===== src/rtl/pc_fetch_stage.sv =====
// Program counter register and instruction fetch stage: drives the imem request port and
// hands fetched words to decode through ir with a valid/ready handshake and a one-entry skid.
// Define FETCH_PERF_CNT_EN to add the fetch_count / stall_count performance counters.
module pc_fetch_stage #(
  parameter int unsigned   AW       = 32,
  parameter int unsigned   DW       = 32,
  parameter logic [AW-1:0] RESET_PC = AW'(32'h0000_0000)
) (
  input  logic          clk,
  input  logic          rst_n,
  input  logic [AW-1:0] next_pc,
  input  logic          flush,
  output logic [AW-1:0] pc_1,
  output logic [AW-1:0] pc,
  output logic          imem_req,
  output logic [AW-1:0] imem_addr,
  input  logic          imem_ack,
  input  logic [DW-1:0] imem_rdata,
  output logic [DW-1:0] ir,
  output logic [AW-1:0] ir_pc,
  output logic [AW-1:0] ir_pc_1,
  output logic          ir_valid,
  input  logic          ir_ready
`ifdef FETCH_PERF_CNT_EN
  ,
  output logic [31:0]   fetch_count,
  output logic [31:0]   stall_count
`endif
);

  typedef enum logic [1:0] {
    S_IDLE,
    S_REQ,
    S_HOLD,
    S_DROP
  } state_e;

  state_e        state_q, state_d;
  logic [AW-1:0] pc_q, pc_d;
  logic [DW-1:0] ir_q, ir_d;
  logic [AW-1:0] ir_pc_q, ir_pc_d;
  logic [AW-1:0] ir_pc_1_q, ir_pc_1_d;
  logic          ir_valid_q, ir_valid_d;
  logic [DW-1:0] skid_q, skid_d;

  logic          slot_free;
  logic          ir_load;
  logic [DW-1:0] load_word;
  logic [AW-1:0] pc_inc;

  assign pc_inc    = pc_q + AW'(1);
  assign slot_free = !ir_valid_q || ir_ready;

  // State register
  always_ff @(posedge clk or negedge rst_n) begin
    if (!rst_n) begin
      state_q <= S_IDLE;
    end else begin
      state_q <= state_d;
    end
  end

  // Next-state logic; flush overrides everything except reset
  always_comb begin
    state_d = state_q;
    if (flush) begin
      unique case (state_q)
        S_REQ,
        S_DROP:  state_d = imem_ack ? S_REQ : S_DROP;
        default: state_d = S_REQ;
      endcase
    end else begin
      unique case (state_q)
        S_IDLE:  state_d = S_REQ;
        S_REQ:   if (imem_ack && !slot_free) state_d = S_HOLD;
        S_HOLD:  if (ir_ready) state_d = S_REQ;
        S_DROP:  if (imem_ack) state_d = S_REQ;
        default: state_d = S_IDLE;
      endcase
    end
  end

  // Output logic
  always_comb begin
    imem_req = 1'b0;
    unique case (state_q)
      S_REQ,
      S_DROP:  imem_req = 1'b1;
      default: imem_req = 1'b0;
    endcase
  end

  // A word enters ir either straight from memory or out of the skid buffer
  always_comb begin
    ir_load   = 1'b0;
    load_word = skid_q;
    if (!flush) begin
      unique case (state_q)
        S_REQ: begin
          if (imem_ack && slot_free) begin
            ir_load   = 1'b1;
            load_word = imem_rdata;
          end
        end
        S_HOLD: begin
          if (ir_ready) ir_load = 1'b1;
        end
        default: ;
      endcase
    end
  end

  always_comb begin
    pc_d       = pc_q;
    ir_d       = ir_q;
    ir_pc_d    = ir_pc_q;
    ir_pc_1_d  = ir_pc_1_q;
    ir_valid_d = ir_valid_q;
    skid_d     = skid_q;
    if (ir_valid_q && ir_ready) ir_valid_d = 1'b0;
    if (flush) begin
      ir_valid_d = 1'b0;
      skid_d     = '0;
      pc_d       = next_pc;
    end else begin
      if (state_q == S_REQ && imem_ack && !slot_free) skid_d = imem_rdata;
      if (ir_load) begin
        ir_d       = load_word;
        ir_pc_d    = pc_q;
        ir_pc_1_d  = pc_inc;
        ir_valid_d = 1'b1;
        pc_d       = next_pc;
      end
    end
  end

  always_ff @(posedge clk or negedge rst_n) begin
    if (!rst_n) begin
      pc_q       <= RESET_PC;
      ir_q       <= '0;
      ir_pc_q    <= '0;
      ir_pc_1_q  <= '0;
      ir_valid_q <= 1'b0;
      skid_q     <= '0;
    end else begin
      pc_q       <= pc_d;
      ir_q       <= ir_d;
      ir_pc_q    <= ir_pc_d;
      ir_pc_1_q  <= ir_pc_1_d;
      ir_valid_q <= ir_valid_d;
      skid_q     <= skid_d;
    end
  end

  assign pc        = pc_q;
  assign pc_1      = pc_inc;
  assign imem_addr = pc_q;
  assign ir        = ir_q;
  assign ir_pc     = ir_pc_q;
  assign ir_pc_1   = ir_pc_1_q;
  assign ir_valid  = ir_valid_q;

`ifdef FETCH_PERF_CNT_EN
  logic [31:0] fetch_cnt_q, fetch_cnt_d;
  logic [31:0] stall_cnt_q, stall_cnt_d;

  always_comb begin
    fetch_cnt_d = fetch_cnt_q;
    stall_cnt_d = stall_cnt_q;
    if (ir_load) fetch_cnt_d = fetch_cnt_q + 32'd1;
    if (ir_valid_q && !ir_ready) stall_cnt_d = stall_cnt_q + 32'd1;
  end

  always_ff @(posedge clk or negedge rst_n) begin
    if (!rst_n) begin
      fetch_cnt_q <= '0;
      stall_cnt_q <= '0;
    end else begin
      fetch_cnt_q <= fetch_cnt_d;
      stall_cnt_q <= stall_cnt_d;
    end
  end

  assign fetch_count = fetch_cnt_q;
  assign stall_count = stall_cnt_q;
`endif

endmodule

===== config.mk =====
export PLATFORM = sky130hd
export DESIGN_NAME = pc_fetch_stage
export DESIGN_NICKNAME = d
export VERILOG_FILES = /design/src/rtl/pc_fetch_stage.sv
export SDC_FILE = /design/constraint.sdc
export NUM_CORES = 1
export LEC_CHECK = 0
export CORE_UTILIZATION = 30
export DETAILED_ROUTE_END_ITERATION = 10
export SLEW_MARGIN = 5
export SYNTH_ARGS = -nofsm -noshare
export SYNTH_HDL_FRONTEND = slang
export SYNTH_SLANG_ARGS = --single-unit

===== constraint.sdc =====
create_clock -name clk -period 2.2 [get_ports clk]
set_input_delay 0.44 -clock clk [delete_from_list [all_inputs] [get_ports clk]]
set_output_delay 0.44 -clock clk [all_outputs]
set_load 0.01 [all_outputs]

Word level (Yosys, flattened, before mapping)
Cells that the tools add are included.
{"block": "totals", "input_bits": 69, "regBits": 163, "out_inout_bits": 194, "word_cells": 51}
{"block": "classes", "reduce_logical": 15, "muxes": 21, "bitwise": 1, "addsub": 1, "eq_ne": 6}
{"operator": "$mux W32", "n": 6}
{"operator": "$add A32 B1 Y32 const B", "n": 1}
{"operator": "$mux W2", "n": 6}
{"operator": "$ne A3 B3 Y1 const B", "n": 3}
{"operator": "$pmux W2 S4", "n": 1}
{"operator": "$mux W1", "n": 7}
{"operator": "$logic_and A1 B1 Y1", "n": 5}
{"operator": "$eq A2 B2 Y1 const B", "n": 2}
{"operator": "$reduce_bool A2 Y1", "n": 2}
{"operator": "$reduce_and A3 Y1", "n": 1}
{"operator": "$reduce_bool A3 Y1", "n": 1}
{"operator": "$eq A2 B1 Y1 const B", "n": 1}
{"operator": "$logic_not A1 Y1", "n": 2}
{"operator": "$logic_not A2 Y1", "n": 1}
{"operator": "$pmux W1 S2", "n": 1}
{"operator": "$reduce_and A2 Y1", "n": 1}
{"operator": "$reduce_or A2 Y1", "n": 1}
{"operator": "$logic_or A1 B1 Y1", "n": 1}
{"operator": "$not A1 Y1", "n": 1}

Longest topological paths before layout
Gate-level depths: netlist (run 1).
{"block": "logic_depth", "depth_word": 8, "ltp_mapped": 8, "mapped_depth_nobuf": 6}

Worst setup path after synthesis (run 1)
Ideal clock, no wire load.
{"block": "synth_path", "path_kind": "register to output", "from": "reg pc_q[0] (netlist: imem_addr[0])", "to": "out pc_1[26]", "path_stages_with_launch": 7, "required_ns": 1.760, "path_buffers": 1, "t_arrival_ns": 1.530, "slack_ns": 0.230, "cell_sequence": "dfrtp_1 ha_1 nand2_1 nor3_2 buf_2 nand4_1 xnor2_1"}
{"block": "synth_between", "elab_chain_len": 1}
{"element": "start, declared", "line": "39", "text": "logic [AW-1:0] pc_q, pc_d;"}
{"element": "start signal, assigned", "line": "146", "text": "pc_q <= pc_d;"}
{"element": "$add A32 B1 Y32", "line": "51", "text": "assign pc_inc = pc_q + AW'(1);"}
{"element": "end, declared", "line": "13", "text": "output logic [AW-1:0] pc_1,"}
No other way between the ends.

Worst setup path in the final report (run 1)
{"block": "layout_path", "from": "reg pc_q[1] (netlist: imem_addr[1])", "to": "out pc_1[12]"}
The elaborated chain is that of the path after synthesis.

==> reports/qor.txt, run 1 <==
wire per inst -> 17.24 um
Hold Crit Class -> reg -> reg
post-synth top area share -> 55.57%
Final WS setup -> -0.2121 ns
critical path class -> reg -> out
maximum clock rate -> 0.4146 GHz
Die Height -> 158.4 um
Syn-to-layout area delta -> 58.92%
CTS tree -> done
TritonRoute pass-1 iters -> 4
fin. max-slew vios -> 0
clock-pin slew on the worst setup and hold paths -> 0.07 ns
final hold vios -> 0
DRC Markers -> 0
largest family of logic cells by synthesized area -> multiplexers
Syn Nets -> 711
H-tree lvl count -> 4
Critical Path Max Stage Delay -> 0.37 ns
initial antenna violation count -> 0
synthesized area -> 0.007341 mm^2
CTS sink count -> 163
Core Area -> 0.02375 mm^2
Total Wirelength -> 22240 um
worst slew pin tran -> 0.5826 ns
RSZ-0062 raised after global routing -> true
Die Wd -> 158.4 um
Final setup viols -> 21
via-per-instance ratio -> 4.471
CP arrival -> 1.97 ns
via count -> 5767
Layout Skew -> 0.01099 ns
PwrDens -> 1019 mW/mm^2
final estimated routing congestion in global placement -> 0.7898
1st-iter DRT viols -> 284
Avg Synthesized Cell Area -> 11.51 um^2
initial core utilization -> 30.90%
normalized max-slew margin -> 61.16%
Critical Path, Cell by Cell -> ha_2, nand2_2, nor3_4, buf_6, nor3b_4, xor2_1, buf_2
Post-Synthesis Cells -> 638
vias in the first global route -> 5918
Area contributors post-synth -> dfrtp_1 (56%), mux2_2 (8.3%), mux2_1 (5.8%), nand2_1 (5.6%), mux2i_1 (4.4%)
PortBufs -> 262
crit share post-route -> 109.6%
area leader, netlist -> dfrtp_1
mux share of post-synthesis cell area -> 18.48%
leakage -> 0.005082 uW
CP Max Fanout -> 3
Yosys cell types -> 35
CTS root buffer -> clkbuf_16
setup TNS -> -3.511 ns
outcome -> finished with violations
complex-gate fraction of the synthesized area -> 5.216%
All-Layer GR Usage -> 18.11%
ant diodes -> 0
nets@finish -> 1031
first-pass GRT wire length -> 34140 um
maxcap violations -> 0
Post-Synth Simple-Gate Area -> 10.45%
pin count of the biggest net entering global routing -> 55
worst skew pair latency -> 0.43 ns
Antenna Violating Nets Remaining -> 0
# rows -> 56
crit end category -> primary output
power consumption -> 11890 uW
CTS Buffer Depth -> 2
CP startpoint kind -> register
Yosys reg bits -> 163
Synth Area in Adders -> 0.6818%
xor and xnor area share after synthesis -> 3.579%
gr ovfl total -> 0
TritonCTS Buffers -> 17
Die ar. -> 0.02510 mm^2
Max VDD drop -> 0.0004566 V
worst endpoint required time -> 1.76 ns
detailed placement HPWL -> 15750 um
warnings from Yosys -> 0
io pins -> 263
register area share after synthesis -> 55.57%
Final min period -> 2.412 ns
Slowest-stage cell, CP -> dfrtp_1
share of layout cells above drive strength 1 -> 28.22%
failing checks -> setup timing
[state kept, by name (all words and copies together), names as in the netlist]
register and cells:
ir_pc 32, state_q 2, ir_valid 1, skid_q 32, imem_addr 32, ir_pc_1 32
ir 32
[stage by stage]
| step | cell area (um^2) | utilization, % | std cells | hold slack (ns) | setup WS, ns |
|---|---|---|---|---|---|
| 5_1_grt | 11670 | 49.11 | 1290 | 0.5002 | -0.3268 |
| 3_5_place_dp | 10700 | 45.03 | 1239 | 0.4696 | -0.2164 |
| 6_report | 11670 | 49.11 | 1290 | 0.4801 | -0.2121 |
| 2_1_floorplan | 7341 | - | 638 | 0.1444 | 0.2297 |
| 3_3_place_gp | 10700 | 45.03 | 1239 | 0.4615 | -0.1734 |
| 4_1_cts | 11550 | 48.63 | 1285 | 0.4856 | -0.2728 |
[critical path, delay by kind of cell (launching register included)]
family                     cells  cell delay, ns
xor gates and xnor gates       1            0.22
adders and majority gates      1            0.21
buffers and inverters          2            0.31
DFF                            1            0.37
and+or+nand+nor                3            0.45
[final timing paths]
kind	depth (start not counted)	startpoint	slack, ns	end
min	2	ir_pc_1[0]	0.48	ir_pc_1[0]
max	7	imem_addr[1]	-0.21	pc_1[12]
max reg2reg	11	imem_addr[1]	0.15	ir_pc_1[16]
min reg2reg	2	ir_pc_1[0]	0.48	ir_pc_1[0]
min in group asynchronous	2	rst_n	0.57	ir_pc_1[18]
max in group asynchronous	3	rst_n	0.99	imem_addr[13]
[area by class of cell]
| cell class | count | area [um^2] |
|---|---|---|
| Tap cell | 319 | 399.1 |
| Fill cell | 2199 | 12090 |
| Clock buffer | 19 | 432.9 |
| Multi-Input combinational cell | 402 | 3177 |
| Timing Repair Buffer | 367 | 3403 |
| Clock inverter | 13 | 147.6 |
| Sequential cell | 163 | 4080 |
| Inverter | 7 | 26.28 |
[synth_stat cells (all sizes together)]
| cell type | number |
|---|---|
| a211o | 1 |
| a21oi | 33 |
| a221oi | 1 |
| a32o | 1 |
| and2 | 1 |
| and3 | 5 |
| and4 | 1 |
| buf | 47 |
| clkbuf | 19 |
| dfrtp | 163 |
| ha | 4 |
| inv | 7 |
| mux2 | 92 |
| mux2i | 32 |
| nand2 | 109 |
| nand2b | 2 |
| nand3 | 23 |
| nand4 | 8 |
| nand4b | 1 |
| nor2 | 13 |
| nor2b | 1 |
| nor3 | 2 |
| nor3b | 1 |
| nor4 | 2 |
| o21ai | 38 |
| or2 | 1 |
| xnor2 | 24 |
| xor2 | 6 |
[report_power, final]
part	internal, uW	switching, uW
registers	3840	468
logic	2660	1900
clock network	1690	1330
[layout by cell type (no fill, tap or decap), drive strengths merged, types with 6 or more instances in the layout]
master and instances:
inv 13, mux2i 32, nand2 109, xor2 6, clkdlybuf4s50 229, mux2 92, o21ai 38, dfrtp 163
nor2 13, buf 130, xnor2 24, nand3 23, a21oi 33, clkbuf 20, nand4 8
[cell families (layout without fill, tap and decap cells)]
| family | count (synthesis) | count (layout) |
|---|---|---|
| muxes | 124 | 124 |
| AOI/OAI and AO/OA | 74 | 74 |
| buffers and inverters | 73 | 406 |
| xor gates and xnor gates | 30 | 30 |
| DFF | 163 | 163 |
| adders and majority gates | 4 | 4 |
| and+or+nand+nor | 170 | 170 |
[metal layers]
metal	vias to the layer above	part of all wire, %	track usage, %
li1	2786	-	-
met5	-	0	0
met3	17	4.2	3.484
met4	0	1.4	5.540
met2	151	50	31.16
met1	2813	44	22.88
[timing repair]
| action | in CTS | in global routing |
|---|---|---|
| buffers inserted | 15 | 6 |
| hold endpoints to repair | 5 | 0 |
| resized for setup | 166 | 15 |
| pin swaps | 31 | 23 |
| hold buffers | 1 | 0 |
| setup endpoints to repair | 32 | 29 |
Power figures use the tool's default switching activity.
==> inputs of run 2 (changes only) <==
Settings changed: ABC_AREA set to 1, CORE_UTILIZATION 30 to 46, PLACE_DENSITY set to 0.81.
==> reports/qor.txt, run 2 <==
power consumption -> 15350 uW (+29%)
Syn-to-layout area delta -> 55.68%
register area share after synthesis -> 52.19% (-3.4 points)
design area -> 0.01217 mm^2 (+4.3%)
Core Area -> 0.01658 mm^2 (-30%)
Total Wirelength -> 24940 um (+12%)
origin of the worst min-delay path -> ir[18]
critical path class -> reg -> out
clock-pin slew on the worst setup and hold paths -> 0.07 ns (about the same)
worst slew pin tran -> 0.4647 ns (-0.1179 ns)
Area contributors post-synth -> dfrtp_1 (52%), nand2_1 (18%), o21ai_0 (6.1%), inv_1 (3.9%), nand3_1 (3.2%)
Sw Share -> 37.90% (+6.8 points)
wire per inst -> 16.50 um (-4.3%)
area leader, netlist -> dfrtp_1
outcome -> finished with violations
initial core utilization -> 47.13% (+16 points)
normalized max-slew margin -> 69.02% (+7.9 points)
Worst R2R Path Depth -> 9 (-2)
Yosys cell types -> 25 (-29%)
Final WS setup -> -0.2221 ns (-0.009983 ns)
CP Max Fanout -> 5 (+2)
maximum clock rate -> 0.4129 GHz (-0.41%)
synthesized area -> 0.007815 mm^2 (+6.5%)
Post-Synthesis Cells -> 962 (+51%)
final estimated routing congestion in global placement -> 0.8723 (+10%)
combinational share of power -> 50.3% (+12 points)
R2R Setup Slk -> 0.36 ns (+0.21 ns)
All-Layer GR Usage -> 28.20% (+10 points)
crit share post-route -> 110.1% (+0.45 points)
CTS tree -> done
Avg Synthesized Cell Area -> 8.124 um^2 (-29%)
io pins -> 263 (unchanged)
# rows -> 47 (-16%)
Layout Skew -> 0.008923 ns (-0.002063 ns)
Die Wd -> 132.3 um (-16%)
Antenna Violating Nets Remaining -> 0 (unchanged)
Max VDD drop -> 0.0008126 V (+78%)
setup TNS -> -3.845 ns (-0.3335 ns)
most frequent cells in the layout -> nand2_1 (340), clkdlybuf4s50_1 (229), dfrtp_1 (161)
leading cell type in the layout, fill and taps excluded -> nand2_1
R2R Path End -> imem_addr[12]
Final min period -> 2.422 ns (+0.009983 ns)
gr ovfl total -> 0 (unchanged)
warnings from Yosys -> 0 (unchanged)
maxcap violations -> 0 (unchanged)
CP startpoint kind -> register
share of layout cells above drive strength 1 -> 22.68% (-5.5 points)
via count -> 7679 (+33%)
Hold Crit Class -> reg -> reg
Internal -> 9532 uW (+16%)
r2r startpoint -> state_q[1]
RSZ-0062 raised after global routing -> true
CP arrival -> 1.98 ns (about the same)
DRC Markers -> 0 (unchanged)
via-per-instance ratio -> 5.079 (+14%)
Final setup viols -> 26 (+24%)
post-synth top area share -> 52.19% (-3.4 points)
failing checks -> setup timing
leakage -> 0.005830 uW (+15%)
Syn Nets -> 1035 (+46%)
TritonCTS Buffers -> 17 (unchanged)
most frequently used flop master after synthesis -> dfrtp_1
Min-Delay Path Depth -> 2 (unchanged)
ys async rst share -> 100.0% (unchanged)
Final Instance Count excl. Fillers -> 1512 (+17%)
H-tree lvl count -> 4 (unchanged)
crit end category -> primary output
vias in the first global route -> 7464 (+26%)
worst endpoint required time -> 1.76 ns (about the same)
PortBufs -> 262 (unchanged)
register share of total power -> 30.4% (-5.8 points)
Placed Instance Area -> 0.01097 mm^2 (+2.6%)
final hold vios -> 0 (unchanged)
count leader, synth -> nand2_1
CTS root buffer -> clkbuf_16
initial antenna violation count -> 0 (unchanged)
fin. max-slew vios -> 0 (unchanged)
EDFF count, synth -> 0 (unchanged)
CTS sink count -> 163 (unchanged)
ant diodes -> 0 (unchanged)
detailed placement HPWL -> 16860 um (+7.0%)
worst skew pair latency -> 0.43 ns (about the same)
Storage cell area -> 0.004081 mm^2 (about the same)
nets@finish -> 1352 (+31%)
pin count of the biggest net entering global routing -> 65 (+18%)
area of the multi-input gates -> 0.003307 mm^2 (+4.1%)
TritonRoute pass-1 iters -> 6 (+2)
fillers -> 1214 (-45%)
Die ar. -> 0.01751 mm^2 (-30%)
CTS Buffer Depth -> 2 (unchanged)
synth cell count leaders -> nand2_1 (381), dfrtp_1 (163), o21ai_0 (96), inv_1 (82), nand3_1 (50)
dpl cells -> 1454 (+17%)
Yosys reg bits -> 163 (unchanged)
1st-iter DRT viols -> 499 (+76%)
first-pass GRT wire length -> 38530 um (+13%)
PwrDens -> 1262 mW/mm^2 (+24%)
Clk pwr share -> 19.3% (-6.2 points)
WHS Endpoint -> ir[18]
net switching power -> 5817 uW (+57%)
Die Height -> 132.3 um (-16%)
-- run 2: changes by cell type in the layout (fill, tap and decap cells not counted), moves of 16 or more --
cell and delta:
mux2i_1 -32, nand2_1 +234, o21ai_2 +26, mux2_1 -38
a21oi_1 -30, xnor2_2 -20, buf_6 +27, nand3_1 +37
o21ai_0 +58, nand2_2 +33, nor2_1 +16, mux2_2 -54
inv_1 +75
-- run 2: final cells by class --
type,instances,area share [%]
tap,220,2.262
inverter,86,2.694
multi-input combinational,640,27.18
clock buffer,18,3.527
sequential,163,33.55
clock inverter,14,1.255
timing repair buffer,371,29.54
-- run 2: critical path, cell delays in order, from the launching register on --
cell and delay, ns:
dfrtp_1 0.40, nand2_1 0.14, nor2_1 0.23, nand2_1 0.14
nor2_4 0.13, buf_6 0.15, nand3_2 0.08, and2_4 0.17
buf_6 0.11
-- run 2: routing by layer --
| layer | part of all wire (%) | wire length, um | global-route usage [%] |
|---|---|---|---|
| met5 | 0 | 0 | 0 |
| met4 | 3.4 | 836 | 13.28 |
| met3 | 7.8 | 1946 | 5.998 |
| met2 | 50 | 12360 | 46.93 |
| met1 | 39 | 9797 | 35.11 |
-- run 2: cell families (layout without fill, tap and decap cells) --
kind of cell	after synthesis	after routing	synth area share, %
adder cells (fa/ha/maj)	4	4	0.6404
buffers and inverters	159	489	10.58
AND/OR/NAND/NOR	485	485	24.85
flip-flops	163	163	52.19
XOR/XNOR	15	15	1.681
AO/OA/AOI/OAI	136	136	10.05
-- run 2: worst max-delay path by stage --
stage | to | start
global placement | pc_1[28] | imem_addr[0]
finish | pc_1[24] | imem_addr[9]
CTS | pc_1[23] | imem_addr[1]
detailed placement | pc_1[28] | imem_addr[0]
global route | pc_1[24] | imem_addr[9]
floorplan | pc_1[24] | imem_addr[0]
-- run 2: stage by stage --
step / worst slack, ns / hold WS, ns / util (%)
2_1_floorplan: 0.2742 / 0.1444 / -
3_3_place_gp: -0.2300 / 0.4193 / 66.17
3_5_place_dp: -0.2625 / 0.4152 / 66.17
4_1_cts: -0.2128 / 0.4752 / 71.37
5_1_grt: -0.3202 / 0.4931 / 73.37
6_report: -0.2221 / 0.4716 / 73.37
-- run 2: repair_timing --
action | in CTS | in global routing
setup buffers | 14 | 12
pin swaps | 26 | 32
resized for setup | 183 | 68
hold buffers | 1 | 0
endpoints found under the setup margin | 31 | 30
hold endpoints to repair | 43 | 0
-- run 2: power by group through the flow --
stage	registers, uW	logic (uW)	clock network (uW)
after floorplan	5130	2920	0
after global placement	4650	7210	0
after detailed placement	4680	7350	0
after CTS	4650	7440	3000
after global routing	4780	8310	3120
final	4670	7720	2960
